==> config.mk <==
export PLATFORM = sky130hd
export DESIGN_NAME = cmd_frame_reader
export DESIGN_NICKNAME = d
export VERILOG_FILES = /design/src/rtl/cmd_frame_reader.sv
export SDC_FILE = /design/constraint.sdc
export NUM_CORES = 1
export LEC_CHECK = 0
export CORE_UTILIZATION = 45
export DETAILED_ROUTE_END_ITERATION = 7
export GPL_ROUTABILITY_DRIVEN = 1
export GPL_TIMING_DRIVEN = 0
export HOLD_SLACK_MARGIN = 0.15
export PLACE_DENSITY_LB_ADDON = 0.3
export REMOVE_ABC_BUFFERS = 1
export SLEW_MARGIN = 20
export SYNTH_ARGS = -nofsm -noshare
export SYNTH_HDL_FRONTEND = slang
export SYNTH_SLANG_ARGS = --single-unit
==> constraint.sdc <==
create_clock -name clk -period 1.78 [get_ports clk]
set_clock_uncertainty 0.05 [all_clocks]
set_input_delay 0.534 -clock clk [delete_from_list [all_inputs] [get_ports clk]]
set_output_delay 0.534 -clock clk [all_outputs]
set_load 0.02 [all_outputs]
==> src/rtl/cmd_frame_reader.sv <==
// Command frame reader: drains whole frames from the command FIFO into the UART TX byte engine,
// truncating frames longer than MAX_LEN and holding an idle gap after every frame.
module cmd_frame_reader #(
    parameter int WIDTH      = 8,
    parameter int MAX_LEN    = 16,
    parameter int GAP_CYCLES = 1000,
    parameter int CNTW       = 16
) (
    input  logic             clk,
    input  logic             rst_n,
    input  logic             en,
    input  logic             fifo_empty,
    input  logic             fifo_frame_end,
    output logic             fifo_ren,
    input  logic             fifo_valid,
    input  logic [WIDTH-1:0] fifo_dout,
    input  logic             tx_ready,
    output logic             tx_start,
    output logic [WIDTH-1:0] tx_data,
    output logic             busy,
    output logic             frame_done,
    output logic             err_trunc,
    output logic [CNTW-1:0]  frame_cnt
);

    localparam int BCW = $clog2(MAX_LEN + 1);
    localparam int GCW = $clog2(GAP_CYCLES + 1);

    typedef enum logic [2:0] {
        ST_IDLE    = 3'd0,
        ST_REQ     = 3'd1,
        ST_WAITV   = 3'd2,
        ST_SEND    = 3'd3,
        ST_HOLD    = 3'd4,
        ST_CHECK   = 3'd5,
        ST_DISCARD = 3'd6,
        ST_GAP     = 3'd7
    } state_t;

    state_t           state_q, state_d;
    logic [BCW-1:0]   byte_cnt_q, byte_cnt_d;
    logic [GCW-1:0]   gap_cnt_q, gap_cnt_d;
    logic             disc_wait_q, disc_wait_d;
    logic [WIDTH-1:0] tx_data_q, tx_data_d;
    logic [CNTW-1:0]  frame_cnt_q, frame_cnt_d;
    logic             frame_done_q, frame_done_d;
    logic             err_trunc_q, err_trunc_d;
    logic             busy_q, busy_d;
    logic             fifo_ren_s;
    logic             tx_start_s;

    // State and datapath registers; reset abandons any frame in flight.
    always_ff @(posedge clk or negedge rst_n) begin
        if (!rst_n) begin
            state_q      <= ST_IDLE;
            byte_cnt_q   <= '0;
            gap_cnt_q    <= '0;
            disc_wait_q  <= 1'b0;
            tx_data_q    <= '0;
            frame_cnt_q  <= '0;
            frame_done_q <= 1'b0;
            err_trunc_q  <= 1'b0;
            busy_q       <= 1'b0;
        end else begin
            state_q      <= state_d;
            byte_cnt_q   <= byte_cnt_d;
            gap_cnt_q    <= gap_cnt_d;
            disc_wait_q  <= disc_wait_d;
            tx_data_q    <= tx_data_d;
            frame_cnt_q  <= frame_cnt_d;
            frame_done_q <= frame_done_d;
            err_trunc_q  <= err_trunc_d;
            busy_q       <= busy_d;
        end
    end

    // Next-state logic; read and start strobes stay combinational so they land in the same
    // cycle as the condition that allows them.
    always_comb begin
        state_d      = state_q;
        byte_cnt_d   = byte_cnt_q;
        gap_cnt_d    = gap_cnt_q;
        disc_wait_d  = disc_wait_q;
        tx_data_d    = tx_data_q;
        frame_cnt_d  = frame_cnt_q;
        frame_done_d = 1'b0;
        err_trunc_d  = 1'b0;
        fifo_ren_s   = 1'b0;
        tx_start_s   = 1'b0;
        case (state_q)
            ST_IDLE: begin
                if (en && !fifo_empty && !fifo_frame_end) begin
                    state_d    = ST_REQ;
                    byte_cnt_d = '0;
                end else begin
                    state_d = ST_IDLE;
                end
            end
            ST_REQ: begin
                fifo_ren_s = 1'b1;
                state_d    = ST_WAITV;
            end
            ST_WAITV: begin
                if (fifo_valid) begin
                    tx_data_d = fifo_dout;
                    state_d   = ST_SEND;
                end else begin
                    state_d = ST_WAITV;
                end
            end
            ST_SEND: begin
                if (tx_ready) begin
                    tx_start_s = 1'b1;
                    byte_cnt_d = byte_cnt_q + BCW'(1);
                    state_d    = ST_HOLD;
                end else begin
                    state_d = ST_SEND;
                end
            end
            // tx_ready may still read high for one cycle after tx_start
            ST_HOLD: begin
                state_d = ST_CHECK;
            end
            ST_CHECK: begin
                if (!tx_ready) begin
                    state_d = ST_CHECK;
                end else if (fifo_frame_end) begin
                    state_d      = ST_GAP;
                    gap_cnt_d    = '0;
                    frame_done_d = 1'b1;
                    frame_cnt_d  = frame_cnt_q + CNTW'(1);
                end else if (byte_cnt_q == BCW'(MAX_LEN)) begin
                    state_d     = ST_DISCARD;
                    disc_wait_d = 1'b0;
                    err_trunc_d = 1'b1;
                end else begin
                    state_d = ST_REQ;
                end
            end
            ST_DISCARD: begin
                if (disc_wait_q) begin
                    disc_wait_d = !fifo_valid;
                end else if (fifo_frame_end) begin
                    state_d      = ST_GAP;
                    gap_cnt_d    = '0;
                    frame_done_d = 1'b1;
                    frame_cnt_d  = frame_cnt_q + CNTW'(1);
                end else if (!fifo_empty) begin
                    fifo_ren_s  = 1'b1;
                    disc_wait_d = 1'b1;
                end else begin
                    disc_wait_d = 1'b0;
                end
            end
            ST_GAP: begin
                if (gap_cnt_q == GCW'(GAP_CYCLES - 1)) begin
                    state_d   = ST_IDLE;
                    gap_cnt_d = '0;
                end else begin
                    gap_cnt_d = gap_cnt_q + GCW'(1);
                end
            end
            default: begin
                state_d = ST_IDLE;
            end
        endcase
        busy_d = (state_d != ST_IDLE);
    end

    assign fifo_ren   = fifo_ren_s;
    assign tx_start   = tx_start_s;
    assign tx_data    = tx_data_q;
    assign busy       = busy_q;
    assign frame_done = frame_done_q;
    assign err_trunc  = err_trunc_q;
    assign frame_cnt  = frame_cnt_q;

endmodule

[After elaboration in Yosys (flattened, before gate mapping)]
Cells that the tools add are included.
Storage, ports and cells
  word-level logic and storage cells: 83
  output and inout bits: 29
  flip-flop bits (word level): 46
  bits of input ports: 15
Operators by class
  eq/ne operators: 15
  reductions and logical operators: 15
  add/sub/neg operators: 3
  multiplexer cells: 41
Operator list (count)
  16-bit 2-to-1 mux: 3
  10-bit 2-to-1 mux: 4
  16-bit one-hot mux with 2 select lines: 1
  10-bit one-hot mux with 3 select lines: 1
  3-bit one-hot mux with 8 select lines: 1
  3-bit 2-to-1 mux: 7
  1-bit 2-to-1 mux: 18
  16-bit by 1-bit adder with 16-bit output (second input constant): 1
  3-bit equality test (second input constant): 4
  2-bit inequality test (second input constant): 6
  10-bit by 1-bit adder with 10-bit output (second input constant): 1
  10-bit equality test (second input constant): 1
  5-bit 2-to-1 mux: 2
  5-bit one-hot mux with 2 select lines: 1
  3-bit AND reduction: 3
  3-bit by 2-bit equality test with 1-bit output (second input constant): 2
  1-bit one-hot mux with 2 select lines: 3
  3-bit nonzero test: 2
  5-bit by 1-bit adder with 5-bit output (second input constant): 1
  5-bit equality test (second input constant): 1
  4-bit AND reduction: 1
  2-bit nonzero test: 2
  3-bit by 1-bit equality test with 1-bit output (second input constant): 1
  1-bit zero test: 3
  other kinds (3): 4

[Longest topological paths before layout]
  depth after elaboration: 6
  depth in mapped cells: 7
  gate-level depth less buffers: 7

[Least setup slack after synthesis]
Ideal clock, no wire load.
  path type: in2out
  from: input tx_ready
  to: output tx_start
  stages on the path: 4
  slack: -0.022 ns
  buffers on the path: 1
  arrival time: 1.218 ns
  required time: 1.196 ns
  cells stage by stage: nand2b_1 -> or2_2 -> clkbuf_1 -> inv_1
On the way
  word-level cells in the longest chain between the ends: 2
Ends and longest elaborated chain
  start, declared: RTL line 17  | input logic tx_ready,
  1-bit 2-to-1 mux: RTL line 112  | if (tx_ready) begin
  1-bit 2-to-1 mux: RTL line 90  | case (state_q)
  end, declared: RTL line 18  | output logic tx_start,
Every way passes these cells.

[Final worst setup path]
  from: register state_q[1]
  to: output fifo_ren
On the way
  word-level cells in the longest chain between the ends: 2
  elaborated cells between the ends (all ways): 3
  classes of those cells: eq/ne: 2; mux: 1
Ends and longest elaborated chain
  start, declared: RTL line 40  | state_t state_q, state_d;
  start signal, assigned: RTL line 65  | state_q <= state_d;
  3-bit equality test / 3-bit by 1-bit equality test with 1-bit output (equally long branches): RTL line 90
  1-bit one-hot mux with 2 select lines (*): RTL line 90
  end, declared: RTL line 14  | output logic fifo_ren,
Mark *: on every way between the ends. The rest lies on a longest branch, timed or not.

==> impl_results.md <==
- Layout Area Growth over Synthesis: 48.5%
- Hpwl dp: 3110 um
- Largest fanout on the critical path: 4
- Total congestion overflow: 0
- Fraction of layout cells with a size suffix above 1: 34.9%
- Sink Count: 46
- CTS tree: done
- Pwr dens: 572 nW/um^2
- Finished Layout Cells: 362
- Hold Buf Count CTS: 0
- Worst rel slew slack: 66.6%
- Mapped cell area: 2260 um^2
- Critical Path Start Type: register
- Vias in the first global route: 1770
- Asr flop ratio synth: 100%
- Die height: 72.8 um
- Worst reg2reg startpoint: state_q[0]$_DFF_PN0_
- Maximum VDD drop: 0.335 mV
- Area contributors post-synth: dfrtp_1 (51%), mux2_2 (4.5%), xor2_1 (4.3%), nand2_1 (3.2%), nand3_1 (3.1%)
- Yosys warning total: 0
- RR Endpoint: frame_cnt[10]$_DFFE_PN0P_
- Most frequent cells after synthesis: dfrtp_1 (46), nand2_1 (19), nand3_1 (14), nor2_1 (14), xor2_1 (11)
- WL per Instance: 15.4 um
- Final setup margin: -0.197 ns
- Synth Flop Type: dfrtp_1
- Path depth of the worst reg2reg path: 8
- Tightest Pin Transition: 0.500 ns
- Setup TNS: -2.45 ns
- Pre-Repair DR Iteration Count: 4
- Place WS: -1.21 ns
- Vias: 1943
- I/O pin count: 44
- Mapped Avg Cell Area: 10.7 um^2
- RSZ-0062 raised after global routing: true
- Synth Register Bits: 46
- Total track usage: 20.6%
- Cell taking the most area after synthesis: dfrtp_1
- # Max-Cap Violations: 0
- Required time of the critical path: 1.20 ns
- Post-Route Utilization: 70.0%
- Post-synthesis sequential area ratio: 51.0%
- WP data arrival: 1.39 ns
- Drt first-iter violations: 77
- Placed cells: 317
- Post-route ant nets: 0
- Cells after Synth: 211
- Core region area: 4790 um^2
- Die Wd: 72.8 um
- Violations in the final reports: setup timing
- Via density: 5.37
- Largest net degree at the start of global routing: 27
- Critical Path End Type: output port
- Total length of routed wires: 5560 um
- CTS buffer count: 5
- Die area: 5300 um^2
- Ant. Diodes: 0
- Yosys top cell area share: 51.0%
- Reg clk slew, reported paths: 0.09 ns
- Port Buffers: 43
- Worst min-delay path category: primary input to async pin
- Initial Util: 47.2%
- Count leader, synth: dfrtp_1
- H-Tree Level Count: 2
- CTS root buf: clkbuf_8
- Post-synth EDFFs: 0
- Clk buf depth: 2
- Final hold viol count: 0
- CP Class: register to output port
- Outcome: complete, but fails checks
- Number of cell rows: 25
- Lkg Pwr: 1.78 nW
- Last weighted congestion value of the routability-driven placer: 0.835
- Setup violations, final: 20
- Max Slew Vio Count: 0
- R2R setup slack: -0.19 ns
- Final Cycle Share: 111%
- Max Freq: 0.506 GHz
- Nets: 313
- Initial antenna violation count: 0
- First-pass GRT wire length: 8290 um
- DRC Markers: 0
- Final critical-path required period: 1.98 ns
- Clock latency on the worst-skew pair: 0.30 ns
- Post-synth cell types: 43
final cells by class:
cell class	count	area, um^2
clock buffer	6	72.6
clock inverter	2	37.5
fill	345	1430
inverter	5	21.3
multi-input combinational	156	1270
sequential	46	1160
tap	67	83.8
timing repair buffer	80	707
cell families after synthesis:
family / share of synthesized area [%]
buffers and inverters: 1.88
adder cells (fa/ha/maj): 2.22
AO/OA/AOI/OAI: 9.37
flip-flops: 51.0
XOR/XNOR: 8.09
AND/OR/NAND/NOR: 22.5
multiplexers: 4.93
repair_timing:
action | 4_1_cts | 5_1_grt
pin swaps | 21 | 14
endpoints found under the setup margin | 65 | 40
gates resized for setup | 80 | 23
setup buffers | 21 | 16
endpoints found under the hold margin | 0 | 0
gates cloned | 0 | 1
placed cells by master, fill, tap and decap left out, drive strengths merged, types with 3 or more instances in the layout:
cell type,netlist,routed
a21oi,7,7
a31oi,8,8
and3,11,11
buf,4,41
clkbuf,1,6
clkdlybuf4s50,0,10
dfrtp,46,46
dlygate4sd2,0,29
ha,4,4
inv,5,5
mux2,9,9
nand2,19,19
nand2b,4,4
nand3,14,14
nand3b,5,5
nand4,3,3
nor2,14,15
nor3,3,3
o21ai,5,5
o22ai,5,5
or3,4,4
xnor2,8,8
xor2,12,12
how the worst max path moves through the flow:
stage | from | to | slack [ns] | depth (start not counted)
floorplan | state_q[2]$_DFF_PN0_ | tx_start | -0.04 | 3
global placement | tx_ready | tx_start | -1.21 | 5
detailed placement | tx_ready | tx_start | -1.21 | 5
CTS | state_q[0]$_DFF_PN0_ | fifo_ren | -0.21 | 5
global route | state_q[0]$_DFF_PN0_ | frame_cnt[11]$_DFFE_PN0P_ | -0.26 | 7
finish | state_q[1]$_DFF_PN0_ | fifo_ren | -0.20 | 5
flip-flops by register name, summed over array words and instances (netlist names):
register / count
frame_cnt: 16
gap_cnt_q: 10
tx_data: 8
byte_cnt_q: 5
state_q: 3
busy: 1
disc_wait_q: 1
err_trunc: 1
frame_done: 1
per-stage QoR:
step / cell area (um^2) / power (mW) / hold WS, ns
6_report: 3350 / 1.92 / 0.140
5_1_grt: 3350 / 1.98 / 0.177
4_1_cts: 3130 / 1.92 / 0.153
3_5_place_dp: 2760 / 1.15 / 0.408
3_3_place_gp: 2750 / 1.15 / 0.405
2_1_floorplan: 2230 / 1.09 / 0.188
worst max-delay path: stages (launching register included):
cell      delay [ns]
dfrtp_2         0.40
buf_4           0.14
buf_4           0.13
nand2b_4        0.14
o22ai_2         0.15
buf_6           0.14
where the power goes:
part | internal [mW] | total [mW] | leakage, nW | switching (mW)
Clock | 0.419 | 0.779 | 0.0514 | 0.360
Sequential | 1.05 | 1.05 | 0.590 | 0.00526
Combinational | 0.0424 | 0.0856 | 1.13 | 0.0432
Total | 1.51 | 1.92 | 1.78 | 0.408
per-layer routing:
metal / wire [um] / up-vias / part of all wire [%] / GRT usage (%)
met5: 0 / - / 0 / 0
met4: 107 / 0 / 1.9 / 9.37
met3: 180 / 10 / 3.2 / 4.28
met2: 2850 / 52 / 51 / 34.1
met1: 2420 / 952 / 44 / 26.1
li1: - / 929 / - / -
No activity file was read; power rests on OpenSTA's default activity.
